$ cat src/rtl/mcpu_ram_arbiter_if.sv
// Bus bundle between the MCPU core (fetch + load/store units) and the shared RAM.
// The core drives requests through 'master'; the RAM engine answers through 'slave'.
interface mcpu_ram_arbiter_if #(
    parameter int WORD_SIZE  = 8,
    parameter int ADDR_WIDTH = 8
);
    logic                  re;
    logic                  we;
    logic [ADDR_WIDTH-1:0] addr;
    logic [WORD_SIZE-1:0]  datawr;
    logic [WORD_SIZE-1:0]  datard;
    logic                  data_valid;
    logic                  ire;
    logic [ADDR_WIDTH-1:0] instraddr;
    logic [WORD_SIZE-1:0]  instrrd;
    logic                  instr_valid;
    logic                  busy;
    logic                  addr_err;

    modport master (
        output re, we, addr, datawr, ire, instraddr,
        input  datard, data_valid, instrrd, instr_valid, busy, addr_err
    );

    modport slave (
        input  re, we, addr, datawr, ire, instraddr,
        output datard, data_valid, instrrd, instr_valid, busy, addr_err
    );
endinterface

$ cat src/rtl/mcpu_ram_arbiter.sv
// Single-port RAM shared by the MCPU data and fetch ports: round-robin grant,
// programmable wait states, one-cycle valid pulses and out-of-range detection.
module mcpu_ram_arbiter #(
    parameter int WORD_SIZE   = 8,
    parameter int ADDR_WIDTH  = 8,
    parameter int RAM_SIZE    = 1 << ADDR_WIDTH,
    parameter int WAIT_STATES = 1
) (
    input  logic              clk,
    input  logic              reset,
    mcpu_ram_arbiter_if.slave bus
);
    typedef enum logic {ST_IDLE, ST_WAIT} state_t;

    localparam logic [ADDR_WIDTH:0] RAM_LIMIT = (ADDR_WIDTH+1)'(RAM_SIZE);
    localparam logic [3:0]          WAIT_LOAD = 4'(WAIT_STATES);

    logic [WORD_SIZE-1:0] mem [RAM_SIZE];

    state_t                state_q, state_d;
    logic [3:0]            cnt_q, cnt_d;
    logic                  last_grant_q, last_grant_d;
    logic                  grant_q, grant_d;
    logic                  op_we_q, op_we_d;
    logic [ADDR_WIDTH-1:0] addr_q, addr_d;
    logic [WORD_SIZE-1:0]  wdata_q, wdata_d;
    logic [WORD_SIZE-1:0]  datard_q, datard_d;
    logic [WORD_SIZE-1:0]  instrrd_q, instrrd_d;
    logic                  data_valid_q, data_valid_d;
    logic                  instr_valid_q, instr_valid_d;
    logic                  busy_q, busy_d;
    logic                  addr_err_q, addr_err_d;

    logic                  data_req;
    logic                  pick_instr;
    logic                  in_range;
    logic [WORD_SIZE-1:0]  rd_word;
    logic                  mem_we;

    // grant_q / last_grant_q: 1 = instruction port, 0 = data port
    always_comb begin
        state_d       = state_q;
        cnt_d         = cnt_q;
        last_grant_d  = last_grant_q;
        grant_d       = grant_q;
        op_we_d       = op_we_q;
        addr_d        = addr_q;
        wdata_d       = wdata_q;
        datard_d      = datard_q;
        instrrd_d     = instrrd_q;
        data_valid_d  = 1'b0;
        instr_valid_d = 1'b0;
        addr_err_d    = 1'b0;
        busy_d        = busy_q;
        mem_we        = 1'b0;

        data_req   = bus.re | bus.we;
        pick_instr = bus.ire & (~data_req | ~last_grant_q);
        in_range   = {1'b0, addr_q} < RAM_LIMIT;
        rd_word    = in_range ? mem[addr_q] : '0;

        case (state_q)
            ST_IDLE: begin
                if (data_req | bus.ire) begin
                    grant_d      = pick_instr;
                    last_grant_d = pick_instr;
                    op_we_d      = ~pick_instr & bus.we;
                    addr_d       = pick_instr ? bus.instraddr : bus.addr;
                    wdata_d      = bus.datawr;
                    cnt_d        = WAIT_LOAD;
                    state_d      = ST_WAIT;
                    busy_d       = 1'b1;
                end
            end
            ST_WAIT: begin
                if (cnt_q == 4'd0) begin
                    state_d    = ST_IDLE;
                    busy_d     = 1'b0;
                    addr_err_d = ~in_range;
                    if (op_we_q) begin
                        mem_we       = in_range & ~reset;
                        data_valid_d = 1'b1;
                    end else if (grant_q) begin
                        instrrd_d     = rd_word;
                        instr_valid_d = 1'b1;
                    end else begin
                        datard_d     = rd_word;
                        data_valid_d = 1'b1;
                    end
                end else begin
                    cnt_d = cnt_q - 4'd1;
                end
            end
            default: state_d = ST_IDLE;
        endcase
    end

    always_ff @(posedge clk) begin
        if (reset) begin
            state_q       <= ST_IDLE;
            cnt_q         <= 4'd0;
            last_grant_q  <= 1'b1;
            grant_q       <= 1'b0;
            op_we_q       <= 1'b0;
            addr_q        <= '0;
            wdata_q       <= '0;
            datard_q      <= '0;
            instrrd_q     <= '0;
            data_valid_q  <= 1'b0;
            instr_valid_q <= 1'b0;
            busy_q        <= 1'b0;
            addr_err_q    <= 1'b0;
        end else begin
            state_q       <= state_d;
            cnt_q         <= cnt_d;
            last_grant_q  <= last_grant_d;
            grant_q       <= grant_d;
            op_we_q       <= op_we_d;
            addr_q        <= addr_d;
            wdata_q       <= wdata_d;
            datard_q      <= datard_d;
            instrrd_q     <= instrrd_d;
            data_valid_q  <= data_valid_d;
            instr_valid_q <= instr_valid_d;
            busy_q        <= busy_d;
            addr_err_q    <= addr_err_d;
        end
    end

    // Array keeps its contents across reset; only the write strobe is gated.
    always_ff @(posedge clk) begin
        if (mem_we) begin
            mem[addr_q] <= wdata_q;
        end
    end

    assign bus.datard      = datard_q;
    assign bus.instrrd     = instrrd_q;
    assign bus.data_valid  = data_valid_q;
    assign bus.instr_valid = instr_valid_q;
    assign bus.busy        = busy_q;
    assign bus.addr_err    = addr_err_q;
endmodule

$ cat src/flat_wrapper.sv
// flat-port wrapper written by rule: the top's interface ports become plain ports
module mcpu_ram_arbiter_flat 
#(
    parameter int WORD_SIZE   = 8,
    parameter int ADDR_WIDTH  = 8,
    parameter int RAM_SIZE    = 1 << ADDR_WIDTH,
    parameter int WAIT_STATES = 1
)
  (clk, reset, bus_re, bus_we, bus_addr, bus_datawr, bus_ire, bus_instraddr, bus_datard, bus_data_valid, bus_instrrd, bus_instr_valid, bus_busy, bus_addr_err);
  mcpu_ram_arbiter_if #(.WORD_SIZE(WORD_SIZE), .ADDR_WIDTH(ADDR_WIDTH)) bus_i ();
  input  logic clk;
  input  logic reset;
  input wire logic [$bits(bus_i.re)-1:0] bus_re;
  input wire logic [$bits(bus_i.we)-1:0] bus_we;
  input wire logic [$bits(bus_i.addr)-1:0] bus_addr;
  input wire logic [$bits(bus_i.datawr)-1:0] bus_datawr;
  input wire logic [$bits(bus_i.ire)-1:0] bus_ire;
  input wire logic [$bits(bus_i.instraddr)-1:0] bus_instraddr;
  output wire logic [$bits(bus_i.datard)-1:0] bus_datard;
  output wire logic [$bits(bus_i.data_valid)-1:0] bus_data_valid;
  output wire logic [$bits(bus_i.instrrd)-1:0] bus_instrrd;
  output wire logic [$bits(bus_i.instr_valid)-1:0] bus_instr_valid;
  output wire logic [$bits(bus_i.busy)-1:0] bus_busy;
  output wire logic [$bits(bus_i.addr_err)-1:0] bus_addr_err;
  assign bus_i.re = bus_re;
  assign bus_i.we = bus_we;
  assign bus_i.addr = bus_addr;
  assign bus_i.datawr = bus_datawr;
  assign bus_i.ire = bus_ire;
  assign bus_i.instraddr = bus_instraddr;
  assign bus_datard = bus_i.datard;
  assign bus_data_valid = bus_i.data_valid;
  assign bus_instrrd = bus_i.instrrd;
  assign bus_instr_valid = bus_i.instr_valid;
  assign bus_busy = bus_i.busy;
  assign bus_addr_err = bus_i.addr_err;
  mcpu_ram_arbiter #(.WORD_SIZE(WORD_SIZE), .ADDR_WIDTH(ADDR_WIDTH), .RAM_SIZE(RAM_SIZE), .WAIT_STATES(WAIT_STATES)) u_core (.clk(clk), .reset(reset), .bus(bus_i));
endmodule
$ cat config.mk
export PLATFORM = sky130hd
export DESIGN_NAME = mcpu_ram_arbiter_flat
export DESIGN_NICKNAME = d
export VERILOG_FILES = /design/src/rtl/mcpu_ram_arbiter_if.sv /design/src/rtl/mcpu_ram_arbiter.sv /design/src/flat_wrapper.sv
export SDC_FILE = /design/constraint.sdc
export NUM_CORES = 2
export LEC_CHECK = 0
export BUFFER_PORTS_ARGS = -buffer_cell sky130_fd_sc_hd__buf_2
export CORE_UTILIZATION = 30
export DETAILED_ROUTE_END_ITERATION = 16
export PLACE_DENSITY = 0.4
export RECOVER_POWER = 25
export SYNTH_ARGS = -nofsm -noshare
export SYNTH_HDL_FRONTEND = slang
export SYNTH_SLANG_ARGS = --single-unit
export TNS_END_PERCENT = 1
$ cat constraint.sdc
create_clock -name clk -period 11.8 [get_ports clk]
set_input_delay 2.36 -clock clk [delete_from_list [all_inputs] [get_ports clk]]
set_output_delay 2.36 -clock clk [all_outputs]
set_load 0.01 [all_outputs]
Word level (Yosys, flattened, before mapping)
Memories as Yosys holds them, arrays and structs flattened. A register that Yosys moved wholly into a read port is not among the register bits.
Index checks and enable logic that the tools add are counted.
{"block": "op_classes", "n_addsub": 1, "eq_ne": 3, "n_mux": 20, "bitwise_logic": 13, "n_reduce_logical": 8}
{"op": "$mux 8", "n": 3}
{"op": "$mux 1", "n": 12}
{"op": "$mux 4", "n": 2}
{"op": "$not 1->1", "n": 8}
{"op": "$pmux 4 s2", "n": 1}
{"op": "$reduce_and 4->1", "n": 2}
{"op": "$reduce_and 2->1", "n": 3}
{"op": "$logic_not 4->1", "n": 1}
{"op": "$ne 2x2->1 const B", "n": 2}
{"op": "$pmux 1 s2", "n": 2}
{"op": "$reduce_or 4->1", "n": 1}
{"op": "$sub 4x1->4 const B", "n": 1}
{"op": "$or 1x1->1", "n": 3}
{"op": "$reduce_or 3->1", "n": 1}
{"op": "$and 1x1->1", "n": 2}
{"op": "$ne 2x1->1 const B", "n": 1}
{"block": "totals", "reg_bits": 43, "mem_bits_rw": 2048, "input_bits": 29, "out_inout_bits": 20, "word_cells": 58, "mem_count": 1}
{"memory": "u_core.mem", "depth": 256, "word_bits": 8, "rd": 1, "rd_ports_with_merged_regs": 1, "wr": 1, "line_no": "mcpu_ram_arbiter.sv:18", "source": "logic [WORD_SIZE-1:0] mem [RAM_SIZE];"}

Logic depth before layout (Yosys ltp)
{"block": "logic_depth", "depth_word": 7, "ltp_mapped": 14, "mapped_depth_nobuf": 9}

Least setup slack after synthesis
No wires, ideal clock.
{"block": "synth_path", "kind": "reg-to-reg", "start": "reg u_core.wdata_q[0]", "end": "mem u_core.mem[0][0] (data pin)", "setup_time_ns": 0.856, "arrival_ns": 3.397, "required_time_ns": 10.944, "setup_slack_ns": 7.547, "path_stages_with_launch": 1, "n_path_buf": 0, "path_cell_list": "dfxtp_1"}
{"item": "start, declared", "line_no": "mcpu_ram_arbiter.sv:26", "source": "logic [WORD_SIZE-1:0] wdata_q, wdata_d;"}
{"item": "start signal, assigned", "line_no": "mcpu_ram_arbiter.sv:120", "source": "wdata_q <= wdata_d;"}
{"item": "end, declared", "line_no": "mcpu_ram_arbiter.sv:18"}
Straight into the memory's write port.

Worst setup path after layout
{"block": "layout_path", "start": "reg u_core.wdata_q[1]", "end": "mem u_core.mem[185][1] (data pin)"}
Straight into the memory's write port.

==> flow_summary.html <==
<table>
<tr><th>Metric</th><th>Value</th></tr>
<tr><th colspan="2">Run status</th></tr>
<tr><td>Result of the run</td><td>complete, but fails checks</td></tr>
<tr><td>Violated checks</td><td>capacitance limit, slew limit</td></tr>
<tr><th colspan="2">Logic synthesis</th></tr>
<tr><td>Average instance area after synthesis</td><td>21.0 um2</td></tr>
<tr><td>Most used flip-flop cell after synthesis</td><td>edfxtp_1</td></tr>
<tr><td>Mux contribution to synthesized area</td><td>15.7%</td></tr>
<tr><td>Share of synthesized registers carrying an async set or reset</td><td>0%</td></tr>
<tr><td>Proportion of netlist area held by the largest area contributor</td><td>75.6%</td></tr>
<tr><td>Number of enable-type register cells in the synthesized netlist</td><td>2,048</td></tr>
<tr><td>Dominant combinational cell family by area after synthesis</td><td>multiplexers</td></tr>
<tr><td>Adder-cell share of the synthesized area</td><td>0.0154%</td></tr>
<tr><td>Post-Synth XOR/XNOR Area</td><td>0%</td></tr>
<tr><td>Yosys Warn Count</td><td>0</td></tr>
<tr><td>Number of register bits inferred by synthesis</td><td>2,099</td></tr>
<tr><td>Synth area leaders</td><td>edfxtp_1 (76%), mux4_2 (13%), mux2i_1 (2.1%)</td></tr>
<tr><td>Post-Synth Simple-Gate Area</td><td>2.86%</td></tr>
<tr><td>Number of distinct library cells after synthesis</td><td>61</td></tr>
<tr><td>Complex-gate fraction of the synthesized area</td><td>2.79%</td></tr>
<tr><td>Area leader, netlist</td><td>edfxtp_1</td></tr>
<tr><td>Syn nets</td><td>3,907</td></tr>
<tr><td>Cell count after synthesis</td><td>3,877</td></tr>
<tr><td>Part of the Yosys area used for sequential elements</td><td>76.9%</td></tr>
<tr><td>Area of the mapped netlist</td><td>81,300 um2</td></tr>
<tr><th colspan="2">CTS</th></tr>
<tr><td>Number of buffers added by the clock tree synthesis step</td><td>226</td></tr>
<tr><td>Cell chosen for the clock root</td><td>clkbuf_16</td></tr>
<tr><td>Clock Pin Slew Worst Setup and Hold Paths</td><td>0.06 ns</td></tr>
<tr><td>Clk Latency, worst-skew pair</td><td>0.87 ns</td></tr>
<tr><td>Worst-case clock buffer depth</td><td>3</td></tr>
<tr><td>Total clock sinks</td><td>2,099</td></tr>
<tr><td>Hold_buf cts</td><td>0</td></tr>
<tr><td>TritonCTS clock tree</td><td>yes</td></tr>
<tr><td>PostCTS Resize Cnt</td><td>0</td></tr>
<tr><td>Count of buffers added by post-CTS timing repair for setup</td><td>0</td></tr>
<tr><td>H-Tree Depth</td><td>4</td></tr>
<tr><th colspan="2">Power and ir drop</th></tr>
<tr><td>Power per cell area</td><td>184 nW/um2</td></tr>
<tr><td>Leak</td><td>28.6 nW</td></tr>
<tr><td>Peak supply drop</td><td>0.000158 V</td></tr>
<tr><th colspan="2">Global routing</th></tr>
<tr><td>Global-route wire length before repair</td><td>356,000 um</td></tr>
<tr><td>Top Usage Layer GRT</td><td>met2</td></tr>
<tr><td>Total congestion overflow after global routing</td><td>0</td></tr>
<tr><td>Met2 layer usage reported by global route</td><td>30.4%</td></tr>
<tr><td>Largest net degree at the start of global routing</td><td>138</td></tr>
<tr><td>Global-route total usage across every layer</td><td>19.0%</td></tr>
<tr><td>Met1 Track Usage GR</td><td>27.1%</td></tr>
<tr><td>Fraction of met3 tracks used by global routing</td><td>3.14%</td></tr>
<tr><td>Antenna violations before repair</td><td>20</td></tr>
<tr><td>Vias in the first global route</td><td>41,000</td></tr>
<tr><th colspan="2">Floorplan</th></tr>
<tr><td>Number of placement rows</td><td>190</td></tr>
<tr><td>Initial standard-cell utilization of the core</td><td>30.3%</td></tr>
<tr><td>Total I/O pin count</td><td>49</td></tr>
<tr><td>Die Ht</td><td>523 um</td></tr>
<tr><td>Core region area</td><td>269,000 um2</td></tr>
<tr><td>DIE WIDTH</td><td>523 um</td></tr>
<tr><td>Area of the die</td><td>273,000 um2</td></tr>
<tr><th colspan="2">Job</th></tr>
<tr><td>Maxcap violations</td><td>13</td></tr>
<tr><th colspan="2">Route</th></tr>
<tr><td>WL final</td><td>260,000 um</td></tr>
<tr><td>Vias</td><td>40,100</td></tr>
<tr><td>Iteration-0 DRC Markers</td><td>4,185</td></tr>
<tr><td>Vias/cell</td><td>5.14</td></tr>
<tr><td>Count of nets left with antenna violations after detail routing</td><td>0</td></tr>
<tr><td># DRC</td><td>0</td></tr>
<tr><td>Iteration count of the initial detailed-routing pass</td><td>7</td></tr>
<tr><td>Routed len/inst</td><td>33.3 um</td></tr>
<tr><th colspan="2">Placement</th></tr>
<tr><td>Detailed placer's ending HPWL</td><td>158,000 um</td></tr>
<tr><td>Count of buffers inserted at the top-level ports</td><td>47</td></tr>
<tr><td>Final Wtd Congestion</td><td>0.807</td></tr>
<tr><th colspan="2">Setup path</th></tr>
<tr><td>Data arrival time of the critical path</td><td>6.06 ns</td></tr>
<tr><td>CP endpoint kind</td><td>flop</td></tr>
<tr><td>Maximum fanout along the worst path</td><td>66</td></tr>
<tr><td>Worst Path Required</td><td>12.32 ns</td></tr>
<tr><td>Element type at the critical path start</td><td>flop</td></tr>
<tr><td>Worst setup path class</td><td>reg2reg</td></tr>
<tr><th colspan="2">Finish</th></tr>
<tr><td>Commonest non-fill, non-tap cell in the layout</td><td>edfxtp_1</td></tr>
<tr><td>Leading cell types in the layout, fill and taps excluded</td><td>edfxtp_1 (2,048), mux4_2 (473), nor2_1 (316), clkbuf_16 (230), mux2i_1 (171)</td></tr>
<tr><td>Fraction of final layout cells with drive strength greater than 1</td><td>24.3%</td></tr>
<tr><td>Layout area overhead</td><td>14.6%</td></tr>
<tr><td>Net count of the finished layout</td><td>4,067</td></tr>
<tr><td>Post-layout utilization of the core</td><td>34.7%</td></tr>
<tr><th colspan="2">STA</th></tr>
<tr><td>Number of setup violations in the final report</td><td>0</td></tr>
<tr><td>Upper clock frequency limit</td><td>0.181 GHz</td></tr>
<tr><td>Minimum clock period</td><td>5.53 ns</td></tr>
<tr><td>Slew at the pin closest to its max-slew limit</td><td>3.73 ns</td></tr>
<tr><td>Summed negative setup slack over all endpoints</td><td>0 ns</td></tr>
<tr><td>Setup Skew</td><td>0.0284 ns</td></tr>
<tr><td>Final hold vios</td><td>0</td></tr>
<tr><td>RSZ-0062 raised after global routing</td><td>false</td></tr>
<tr><td>Final-report max-slew violation count</td><td>746</td></tr>
<tr><td>Fin crit share</td><td>46.9%</td></tr>
<tr><td>Slew HR</td><td>-149%</td></tr>
<tr><th colspan="2">Min path</th></tr>
<tr><td>Hold/Removal Path Class</td><td>reg2reg</td></tr>
</table>
[critical path: stages (launching register included)]
cell and delay [ns]:
dfxtp_1 1.62, clkbuf_1 1.65, buf_4 0.84, buf_4 0.84
[cells by family after synthesis]
kind of cell,Yosys count
AO/OA/AOI/OAI,322
other,1
AND/OR/NAND/NOR,541
multiplexers,678
adder cells (fa/ha/maj),1
buffers and inverters,235
flip-flops,2099
[flip-flops by register name, summed over array words and instances (netlist names), 4 cells and up, named ones only]
signal / flops
u_core.mem: 2048
u_core.bus.instrrd: 8
u_core.addr_q: 8
u_core.bus.datard: 8
u_core.wdata_q: 8
u_core.cnt_q: 4
[cell usage after synthesis, drive strengths merged, types with 22 or more instances]
cell	instances
edfxtp	2048
mux4	473
nor2	319
mux2i	171
buf	131
clkbuf	97
nand2	83
a22oi	69
o22ai	57
a21oi	53
dfxtp	51
nor3	39
mux2	34
nor2b	25
o221ai	22
[worst paths after layout]
kind / from / end / slack, ns / depth (start not counted)
worst min-delay path: u_core.bus.busy / u_core.bus.busy / 0.46 / 2
worst max register to register: u_core.wdata_q[1] / u_core.mem[185][1] / 6.27 / 3
worst max-delay path: u_core.wdata_q[1] / u_core.mem[185][1] / 6.27 / 3
worst min register to register: u_core.bus.busy / u_core.bus.busy / 0.46 / 2
[cell type report]
class                           instances  area [um2]
Timing Repair Buffer                  160        1200
Fill cell                           25100      175000
Antenna cell                            6        15.0
Clock inverter                        147        1580
Multi-Input combinational cell       1543       17500
Clock buffer                          277        5930
Sequential cell                      2099       62500
Inverter                                7        26.3
Tap cell                             3552        4440
[through the flow]
step / area [um2] / setup WS, ns / hold slack [ns] / power (W) / std cells
2_1_floorplan: 81300 / 7.55 / 0.429 / 0.00940 / 3877
3_3_place_gp: 85700 / 5.90 / 0.448 / 0.0101 / 7361
3_5_place_dp: 85700 / 5.86 / 0.454 / 0.0101 / 7361
4_1_cts: 93200 / 6.33 / 0.464 / 0.0173 / 7785
5_1_grt: 93200 / 5.71 / 0.476 / 0.0176 / 7788
6_report: 93200 / 6.27 / 0.463 / 0.0171 / 7791
[report_power, final]
part | internal [W] | switching (W)
logic | 0.000523 | 0.00103
clock network | 0.00417 | 0.00305
registers | 0.00826 | 0.0000992
total | 0.0130 | 0.00418
[metal layers]
layer	vias to the layer above	wire length [um]
li1	16500	-
met1	22100	116000
met2	1276	124000
met3	254	15400
met4	0	4250
met5	-	0
Power figures use the tool's default switching activity.
